[src/rtl/pipe_trace_pkg.sv]
// Shared types and sizing helpers for the pipeline trace capture block.
// Stamp width is fixed; stamp storage itself depends on TRACE_TIMESTAMP_EN.
package pipe_trace_pkg;

  typedef enum logic [2:0] {
    S_IDLE    = 3'd0,
    S_ARMED   = 3'd1,
    S_POST    = 3'd2,
    S_DONE    = 3'd3,
    S_READOUT = 3'd4
  } state_t;

  localparam int STAMP_W = 16;

  function automatic int entry_w(input int n_stages, input int data_w);
    return n_stages * (data_w + 1) + 1;
  endfunction

endpackage

[src/rtl/trace_ram.sv]
// Trace storage: one write port, one registered read port.
// The array has no reset; stale contents are gated off by the controller.
module trace_ram #(
  parameter int DEPTH = 16,
  parameter int W     = 8
) (
  input  logic                     clk,
  input  logic                     i_we,
  input  logic [$clog2(DEPTH)-1:0] i_waddr,
  input  logic [W-1:0]             i_wdata,
  input  logic                     i_re,
  input  logic [$clog2(DEPTH)-1:0] i_raddr,
  output logic [W-1:0]             o_q
);

  logic [W-1:0] r_mem [DEPTH];

  always_ff @(posedge clk) begin
    if (i_we) r_mem[i_waddr] <= i_wdata;
    if (i_re) o_q <= r_mem[i_raddr];
  end

endmodule

[src/rtl/pipe_trace_capture.sv]
// Circular pipeline trace with overflow trigger and post-trigger window.
// Define TRACE_TIMESTAMP_EN to store a 16-bit cycle stamp with each entry.
module pipe_trace_capture
  import pipe_trace_pkg::*;
#(
  parameter int DATA_W    = 16,
  parameter int N_STAGES  = 5,
  parameter int DEPTH     = 16,
  parameter int POST_TRIG = 8
) (
  input  logic                                   clk,
  input  logic                                   rst,
  input  logic                                   en,
  input  logic [N_STAGES*DATA_W-1:0]             stage_data,
  input  logic [N_STAGES-1:0]                    stage_valid,
  input  logic                                   exc_ovf,
  input  logic                                   arm,
  input  logic                                   rd_req,
  output logic                                   rd_valid,
  output logic [entry_w(N_STAGES, DATA_W)-1:0]   rd_data,
  output logic                                   rd_last,
  output logic [STAMP_W-1:0]                     rd_stamp,
  output logic [2:0]                             state_o,
  output logic                                   triggered
);

  localparam int ENTRY_W = entry_w(N_STAGES, DATA_W);
  localparam int AW      = $clog2(DEPTH);
`ifdef TRACE_TIMESTAMP_EN
  localparam int RAM_W   = ENTRY_W + STAMP_W;
`else
  localparam int RAM_W   = ENTRY_W;
`endif
  localparam logic [AW-1:0] PT   = AW'(POST_TRIG);
  localparam logic [AW:0]   FULL = (AW+1)'(DEPTH);

  state_t         r_state;
  logic [AW-1:0]  r_wr_ptr;
  logic [AW:0]    r_count;
  logic [AW-1:0]  r_post_cnt;
  logic [AW-1:0]  r_rd_ptr;
  logic [AW:0]    r_rd_left;
  logic           r_trig;
  logic           r_rd_valid;
  logic           r_rd_last;
  logic           r_zero;

  logic           w_cap;
  logic           w_wr;
  logic           w_rd_first;
  logic           w_rd_next;
  logic [AW-1:0]  w_oldest;
  logic [AW-1:0]  w_raddr;
  logic [RAM_W-1:0] w_wdata;
  logic [RAM_W-1:0] w_q;
  logic           w_show;

  assign w_cap      = (r_state == S_ARMED) || (r_state == S_POST);
  assign w_wr       = w_cap && en && !arm;
  assign w_oldest   = r_wr_ptr - r_count[AW-1:0];
  assign w_rd_first = (r_state == S_DONE) && rd_req && (r_count != '0);
  assign w_rd_next  = (r_state == S_READOUT) && rd_req
                      && (r_rd_left != '0);
  assign w_raddr    = (r_state == S_DONE) ? w_oldest : r_rd_ptr;

`ifdef TRACE_TIMESTAMP_EN
  logic [STAMP_W-1:0] r_cyc;

  always_ff @(posedge clk or negedge rst) begin
    if (!rst) r_cyc <= '0;
    else      r_cyc <= r_cyc + 1'b1;
  end

  assign w_wdata = {r_cyc, exc_ovf, stage_valid, stage_data};
`else
  assign w_wdata = {exc_ovf, stage_valid, stage_data};
`endif

  trace_ram #(
    .DEPTH (DEPTH),
    .W     (RAM_W)
  ) u_ram (
    .clk     (clk),
    .i_we    (w_wr),
    .i_waddr (r_wr_ptr),
    .i_wdata (w_wdata),
    .i_re    (w_rd_first || w_rd_next),
    .i_raddr (w_raddr),
    .o_q     (w_q)
  );

  always_ff @(posedge clk or negedge rst) begin
    if (!rst) begin
      r_state    <= S_IDLE;
      r_wr_ptr   <= '0;
      r_count    <= '0;
      r_post_cnt <= '0;
      r_rd_ptr   <= '0;
      r_rd_left  <= '0;
      r_trig     <= 1'b0;
      r_rd_valid <= 1'b0;
      r_rd_last  <= 1'b0;
      r_zero     <= 1'b0;
    end else begin
      r_rd_valid <= 1'b0;
      r_rd_last  <= 1'b0;
      if (w_wr) begin
        r_wr_ptr <= r_wr_ptr + 1'b1;
        if (r_count != FULL) r_count <= r_count + 1'b1;
      end
      unique case (r_state)
        S_IDLE: begin
          if (arm) begin
            r_state  <= S_ARMED;
            r_wr_ptr <= '0;
            r_count  <= '0;
            r_trig   <= 1'b0;
          end
        end
        S_ARMED, S_POST: begin
          if (arm) begin
            r_state  <= S_ARMED;
            r_wr_ptr <= '0;
            r_count  <= '0;
            r_trig   <= 1'b0;
          end else if (en) begin
            if (r_state == S_ARMED) begin
              if (exc_ovf) begin
                r_trig     <= 1'b1;
                r_post_cnt <= PT;
                r_state    <= (POST_TRIG == 0) ? S_DONE : S_POST;
              end
            end else begin
              r_post_cnt <= r_post_cnt - 1'b1;
              if (r_post_cnt == AW'(1)) r_state <= S_DONE;
            end
          end
        end
        S_DONE: begin
          if (rd_req) begin
            r_state    <= S_READOUT;
            r_zero     <= (r_count == '0);
            r_rd_valid <= 1'b1;
            r_rd_last  <= (r_count <= (AW+1)'(1));
            r_rd_ptr   <= w_oldest + 1'b1;
            r_rd_left  <= (r_count == '0) ? '0 : r_count - 1'b1;
          end
        end
        S_READOUT: begin
          if (r_rd_valid && r_rd_last) begin
            r_state <= S_IDLE;
          end else if (w_rd_next) begin
            r_rd_valid <= 1'b1;
            r_rd_last  <= (r_rd_left == (AW+1)'(1));
            r_rd_ptr   <= r_rd_ptr + 1'b1;
            r_rd_left  <= r_rd_left - 1'b1;
          end
        end
        default: r_state <= S_IDLE;
      endcase
    end
  end

  // RAM output is unreset; only expose it alongside a real entry.
  assign w_show    = r_rd_valid && !r_zero;
  assign rd_valid  = r_rd_valid;
  assign rd_last   = r_rd_last;
  assign rd_data   = w_show ? w_q[ENTRY_W-1:0] : '0;
  assign state_o   = r_state;
  assign triggered = r_trig;
`ifdef TRACE_TIMESTAMP_EN
  assign rd_stamp  = w_show ? w_q[RAM_W-1 -: STAMP_W] : '0;
`else
  assign rd_stamp  = '0;
`endif

endmodule

[config.mk]
export PLATFORM = sky130hd
export DESIGN_NAME = pipe_trace_capture
export DESIGN_NICKNAME = d
export VERILOG_FILES = /design/src/rtl/pipe_trace_pkg.sv /design/src/rtl/trace_ram.sv /design/src/rtl/pipe_trace_capture.sv
export SDC_FILE = /design/constraint.sdc
export NUM_CORES = 1
export LEC_CHECK = 0
export BUFFER_PORTS_ARGS = -buffer_cell sky130_fd_sc_hd__buf_4
export CAP_MARGIN = 0
export CORE_MARGIN = 3
export CORE_UTILIZATION = 60
export DETAILED_ROUTE_END_ITERATION = 12
export HOLD_SLACK_MARGIN = 0.08
export MAX_ROUTING_LAYER = met4
export PLACE_DENSITY_LB_ADDON = 0.08
export SLEW_MARGIN = 15
export SYNTH_ARGS = -nofsm -noshare
export SYNTH_HDL_FRONTEND = slang
export SYNTH_SLANG_ARGS = --single-unit
[constraint.sdc]
create_clock -name clk -period 10.3 [get_ports clk]
set_clock_uncertainty 0.15 [all_clocks]
set_input_delay 1.03 -clock clk [delete_from_list [all_inputs] [get_ports clk]]
set_output_delay 1.03 -clock clk [all_outputs]
set_load 0.01 [all_outputs]
==> flow_metrics.py, run 1 <==
metrics = {
    "floorplan": {
        "core_sq_um": 108000,
        "floorplan.initialDensity_pct": 60.9,
        "die_y_microns": 336,
        "row_count": 120,
        "dieArea_sq_um": 113000,
        "die_width_microns": 336,
        "pin_count": 199,
    },
    "timing": {
        "setup_viol": 0,
        "fmax_ghz": 0.188,
        "worst_slew_pin_slew_ps": 1170,
        "hold_viol_final": 0,
        "slew_headroom_pct": 21.8,
        "post-route-period-util_pct": 51.7,
        "finalMaxSlewViolations": 0,
        "fin_tns_setup_ps": 0,
        "post-route-min-period_ps": 5330,
        "rsz0062_at_grt": "false",
    },
    "yosys": {
        "ys.flop_type": "edfxtp_1",
        "ys_seq_area_share_pct": 68.1,
        "synth_edf_count": 1462,
        "synth-simple-area-share_pct": 2.22,
        "async_flop_share_pct": 1.95,
        "synth_xor_area_share_pct": 0.181,
        "synth.area.mux_share_pct": 23.0,
        "avgSynthCellArea_sq_um": 20.1,
        "synthCells": 3257,
        "synth_compound_area_share_pct": 3.87,
        "ys_warn_count": 0,
        "netlist_area_sq_um": 65500,
        "yosysUniqueCellTypes": 65,
        "synth_top_family_by_area": "multiplexers",
        "ys_seq_elements": 1491,
        "synthAdderAreaFrac_pct": 0.336,
    },
    "clock_network": {
        "htreeDepth": 4,
        "cts_resized": 0,
        "cts_root_buf": "clkbuf_16",
        "cts_buffers": 150,
        "clk_pin_slew_ps": 60,
        "clockBufferDepth": 3,
        "cts_tree": "built",
        "clock_sinks": 1491,
        "clk-insertion-delay-late_ps": 740,
        "hold_buffers": 1,
        "post-cts-setup-buffer-count": 0,
    },
    "power": {
        "vdd_drop_max_mv": 0.446,
        "power_density_nw_per_um2": 281,
        "leakage_nw": 23.4,
    },
    "layout": {
        "layout.nets": 3531,
        "fin_util_pct": 67.6,
        "drive_gt1_share_pct": 28.1,
        "final_common_cell": "edfxtp_1",
        "area_growth_pct": 11.0,
        "layout_common_cells": "edfxtp_1, mux4_2, mux2i_1",
        "fillers": 6830,
        "postLayoutCellArea_sq_um": 72700,
    },
    "routing": {
        "ant_nets": 0,
        "post_drt_wl_per_cell_microns": 34.3,
        "routed_wl_microns": 170000,
        "first_pass_iters": 5,
        "viasPerCell": 7.15,
        "drcViolationCount": 0,
        "vias": 35400,
        "drt_iter0_drc": 3861,
    },
    "setup_path": {
        "critPathKind": "flip-flop to flip-flop",
        "required_ps": 10720,
        "arrival_ps": 5750,
        "cp_cell_sequence": "inv_1, ha_4, inv_1, fa_4, nand4b_1, o21ai_4, buf_4, buf_4, mux2i_1, a221o_1, mux2i_1",
        "cp-end-kind": "flip-flop",
        "max_stage_delay_ps": 1050,
        "worstPathMaxFanout": 50,
        "cp-start-kind": "flip-flop",
        "slowest_stage": "fa_4",
    },
    "placed_design": {
        "io_buffer_count": 182,
        "place_hpwl_microns": 87900,
        "gp_congestion": 0.804,
        "placed_area_sq_um": 68100,
    },
    "global_route": {
        "antenna_found_initial": 9,
        "grt_max_degree": 135,
        "grt_pass1_wl_microns": 249000,
        "track_usage_pct": 31.5,
        "overflow": 0,
        "grt_pass1_vias": 36800,
    },
    "min_path": {
        "hp-class": "flip-flop to flip-flop",
    },
    "outcome": {
        "status": "finished, final reports clean",
    },
    "run": {
        "cap_viol_max_count": 0,
    },
}
[area by class of cell]
cell class                 count  area [sq um]  share of cell area, %
sequential                  1491         44600                   61.4
multi-input combinational   1508         19700                   27.0
clock buffer                 193          4020                   5.53
timing repair buffer         256          1960                   2.70
tap                         1403          1760                   2.41
clock inverter                71           627                  0.862
inverter                      16          60.1                 0.0826
antenna                        9          22.5                 0.0310
[report_power, final]
group	switching, mW	internal [mW]	leakage (nW)
clock network	2.20	3.04	2.27
registers	0.203	6.99	13.5
logic	4.20	3.80	7.63
total	6.60	13.8	23.4
[path summary, 6_finish.rpt]
kind | start | to | slack, ps | depth (start not counted)
setup reg to reg | r_wr_ptr[0] | u_ram.o_q[40] | 4970 | 11
min in group asynchronous | rst | triggered | 640 | 2
max in group asynchronous | rst | r_rd_ptr[1] | 9030 | 2
setup / recovery | r_wr_ptr[0] | u_ram.o_q[40] | 4970 | 11
hold / removal | triggered | triggered | 410 | 1
hold reg to reg | triggered | triggered | 410 | 1
[Yosys cell counts, drive strengths merged (5+ instances only)]
master	number	area, sq um
xnor2	5	43.8
a221oi	85	744
o22ai	86	538
nor3b	7	52.6
nand3	5	25.0
nand2	20	75.1
edfxtp	1462	43900
mux4	514	11600
inv	16	60.1
mux2i	349	3490
a221o	86	861
clkbuf	94	353
nand4	5	31.3
nor3	10	50.1
buf	163	1050
ha	16	200
xor2	6	52.6
o21ai	14	85.1
and3	6	37.5
a21oi	15	75.1
nor2	116	435
and2	91	569
dfrtp	29	726
[routing by layer]
metal / track usage [%] / vias to the layer above / routed length [microns]
met3: 4.84 / 323 / 13700
met2: 52.0 / 1832 / 87300
met5: - / - / 0
met4: 9.43 / 0 / 4450
li1: - / 14300 / -
met1: 41.2 / 19000 / 64400
[sequential cells by signal, summed over array words and instances, names as in the netlist, 3 cells and up]
| signal | flops |
|---|---|
| u_ram.o_q | 86 |
| r_rd_ptr | 4 |
| r_rd_left | 5 |
| u_ram.r_mem | 1376 |
| r_post_cnt | 4 |
| state_o | 3 |
| r_count | 5 |
| r_wr_ptr | 4 |
[stage by stage]
step	cells	hold slack, ps	power [mW]	setup WS, ps
final	4947	411	20.4	4970
after global placement	4673	373	15.2	5240
after CTS	4938	395	20.6	5020
after floorplan	3272	300	13.5	1290
after detailed placement	4673	377	15.3	5030
after global routing	4946	426	21.3	4760
[worst max-delay path: cells and delay by family (launching register included)]
| kind | cells | cell delay [ps] |
|---|---|---|
| AOI/OAI and AO/OA | 2 | 750 |
| adders and majority gates | 2 | 1210 |
| buffers and inverters | 4 | 1860 |
| DFF | 1 | 420 |
| muxes | 2 | 360 |
| and+or+nand+nor | 1 | 310 |
[logic make-up after synthesis]
logic type / Yosys count
muxes: 865
DFF: 1491
xor gates and xnor gates: 12
buffers and inverters: 273
and+or+nand+nor: 284
AOI/OAI and AO/OA: 314
other: 1
adders and majority gates: 17
Note: power is estimated with default switching activity, not from simulation.
==> run 2: changes to the inputs <==
==> constraint.sdc (replaced) <==
create_clock -name clk -period 5.1 [get_ports clk]
set_clock_uncertainty 0.15 [all_clocks]
set_input_delay 0.51 -clock clk [delete_from_list [all_inputs] [get_ports clk]]
set_output_delay 0.51 -clock clk [all_outputs]
set_load 0.01 [all_outputs]
==> run 2 against run 1 <==
- die area did not move
- critical path type unchanged
- setup slack got worse by 3900 ps
- routed wire length rose by 0.86%
- non-clock buffer count rose by 117
- worst hold slack got worse by 270 ps
- utilization rose by 1.6 points
- largest cell class unchanged
- largest power group unchanged
- global-route usage rose by 0.45 points
==> flow_metrics.py, run 2 (synthesis results as in run 1) <==
metrics = {
    "power": {
        "p_switching_mw": 13.5,
        "power_density_nw_per_um2": 563,
        "combPwrFrac_pct": 39.6,
        "switching_share_pct": 32.3,
        "power_mw": 41.9,
        "leakage_nw": 24.1,
        "internal-power_mw": 28.3,
        "clockPowerShare_pct": 25.8,
        "power_frac_seq_pct": 34.6,
        "vdd_drop_max_mv": 0.661,
    },
    "timing": {
        "finalMaxSlewViolations": 0,
        "worst_slew_pin_slew_ps": 1140,
        "post-route-period-util_pct": 78.6,
        "layout_setup_ws_ps": 1090,
        "post-route-min-period_ps": 4010,
        "holdWs_ps": 141,
        "slew_headroom_pct": 23.8,
        "setup_viol": 0,
        "rsz0062_at_grt": "false",
        "fmax_ghz": 0.250,
        "hold_viol_final": 0,
    },
    "setup_path": {
        "path_common_cell": "inv_1",
        "required_ps": 5520,
        "max_stage_delay_ps": 800,
        "critPathKind": "flip-flop to flip-flop",
        "cp-start-kind": "flip-flop",
        "slowest_stage": "fa_4",
        "cp-end-kind": "flip-flop",
        "r2r_cells": 10,
        "worstPathMaxFanout": 50,
        "arrival_ps": 4420,
        "cp_cell_sequence": "inv_1, ha_4, inv_1, fa_4, nand4b_1, o21ai_4, buf_12, a2111oi_0, or4_1, mux2i_1",
    },
    "floorplan": {
        "die_y_microns": 336,
        "die_width_microns": 336,
        "dieArea_sq_um": 113000,
        "floorplan.initialDensity_pct": 60.9,
        "pin_count": 199,
        "core_sq_um": 108000,
        "row_count": 120,
    },
    "routing": {
        "vias": 36000,
        "first_pass_iters": 6,
        "drt_iter0_drc": 4247,
        "routed_wl_microns": 171000,
        "viasPerCell": 7.09,
        "post_drt_wl_per_cell_microns": 33.8,
        "ant_nets": 0,
        "drcViolationCount": 0,
    },
    "clock_network": {
        "clk_pin_slew_ps": 50,
        "clockBufferDepth": 3,
        "hold_buffers": 92,
        "post-cts-setup-buffer-count": 0,
        "clk-insertion-delay-late_ps": 750,
        "htreeDepth": 4,
        "cts_resized": 0,
        "cts_buffers": 155,
        "clock_sinks": 1491,
        "cts_tree": "built",
        "cts_root_buf": "clkbuf_16",
    },
    "layout": {
        "regMostFlops": "u_ram.r_mem",
        "area_growth_pct": 13.6,
        "multi_input_area_sq_um": 19700,
        "layout.nets": 3653,
        "postLayoutCellArea_sq_um": 74400,
        "reg_top3": "u_ram.r_mem x1376, u_ram.o_q x86",
        "drive_gt1_share_pct": 28.3,
        "final_common_cell": "edfxtp_1",
        "regArea_sq_um": 44600,
        "layout_common_cells": "edfxtp_1, mux4_2, mux2i_1",
        "largest_reg_flops": 1376,
        "fillers": 6761,
    },
    "min_path": {
        "hp-class": "input pin to flip-flop",
        "whs_path_depth": 3,
    },
    "global_route": {
        "grt_pass1_wl_microns": 253000,
        "track_usage_pct": 31.9,
        "overflow": 0,
        "grt_max_degree": 131,
        "grt_pass1_vias": 37600,
        "antenna_found_initial": 8,
    },
    "placed_design": {
        "gp_congestion": 0.795,
        "io_buffer_count": 182,
        "place_hpwl_microns": 90100,
        "placed_area_sq_um": 68700,
        "pre_cts_ws_ps": 1200,
    },
    "run": {
        "cap_viol_max_count": 0,
    },
    "outcome": {
        "status": "finished, final reports clean",
    },
}
run 2: cell count changes in the layout (fill, tap and decap cells not counted), sizes merged:
cell | before | now
clkinv | 55 | 62
dlygate4sd3 | 1 | 91
bufinv | 12 | 11
buf | 255 | 282
clkbuf | 193 | 192
inv | 19 | 23
run 2: worst max-delay path: cells and delay by family (launching register included):
kind / cells / cell delay, ps
AO/OA/AOI/OAI: 2 / 680
adder cells (fa/ha/maj): 2 / 960
buffers and inverters: 3 / 670
flip-flops: 1 / 420
multiplexers: 1 / 160
AND/OR/NAND/NOR: 2 / 780
run 2: final cells by class:
class | count | share of cell area, %
sequential | 1491 | 60.0
multi-input combinational | 1508 | 26.4
timing repair buffer | 373 | 4.64
tap | 1403 | 2.36
clock buffer | 192 | 5.57
clock inverter | 81 | 0.904
inverter | 16 | 0.0807
antenna | 9 | 0.0303
run 2: path summary, 6_finish.rpt:
| kind | start | to | slack (ps) |
|---|---|---|---|
| worst max-delay path | r_wr_ptr[0] | u_ram.o_q[84] | 1090 |
| worst min-delay path | en | r_wr_ptr[0] | 140 |
| worst max register to register | r_wr_ptr[0] | u_ram.o_q[84] | 1090 |
| worst min register to register | r_zero | r_zero | 390 |
| max in group asynchronous | rst | r_rd_ptr[0] | 3960 |
| min in group asynchronous | rst | r_rd_ptr[2] | 660 |
run 2: routing by layer:
layer / part of all wire [%] / GRT usage [%] / up-vias
li1: - / - / 14500
met2: 51 / 52.0 / 2002
met5: 0 / - / -
met4: 2.9 / 9.75 / 0
met1: 38 / 42.1 / 19100
met3: 8.5 / 5.30 / 332
run 2: power by group through the flow:
stage / registers (mW) / clock network [mW] / logic, mW
after floorplan: 14.5 / 0 / 12.7
after global placement: 14.7 / 0 / 16.3
after detailed placement: 14.7 / 0 / 16.6
after CTS: 14.5 / 10.9 / 16.7
after global routing: 14.5 / 11.5 / 17.7
final: 14.5 / 10.8 / 16.6
run 2: metrics by stage:
| step | setup TNS [ps] | cells | util, % |
|---|---|---|---|
| after floorplan | -145480 | 3272 | - |
| final | 0 | 5073 | 69.1 |
| after detailed placement | 0 | 4699 | 63.8 |
| after global routing | 0 | 5071 | 69.1 |
| after CTS | 0 | 5064 | 69.1 |
| after global placement | 0 | 4699 | 63.8 |
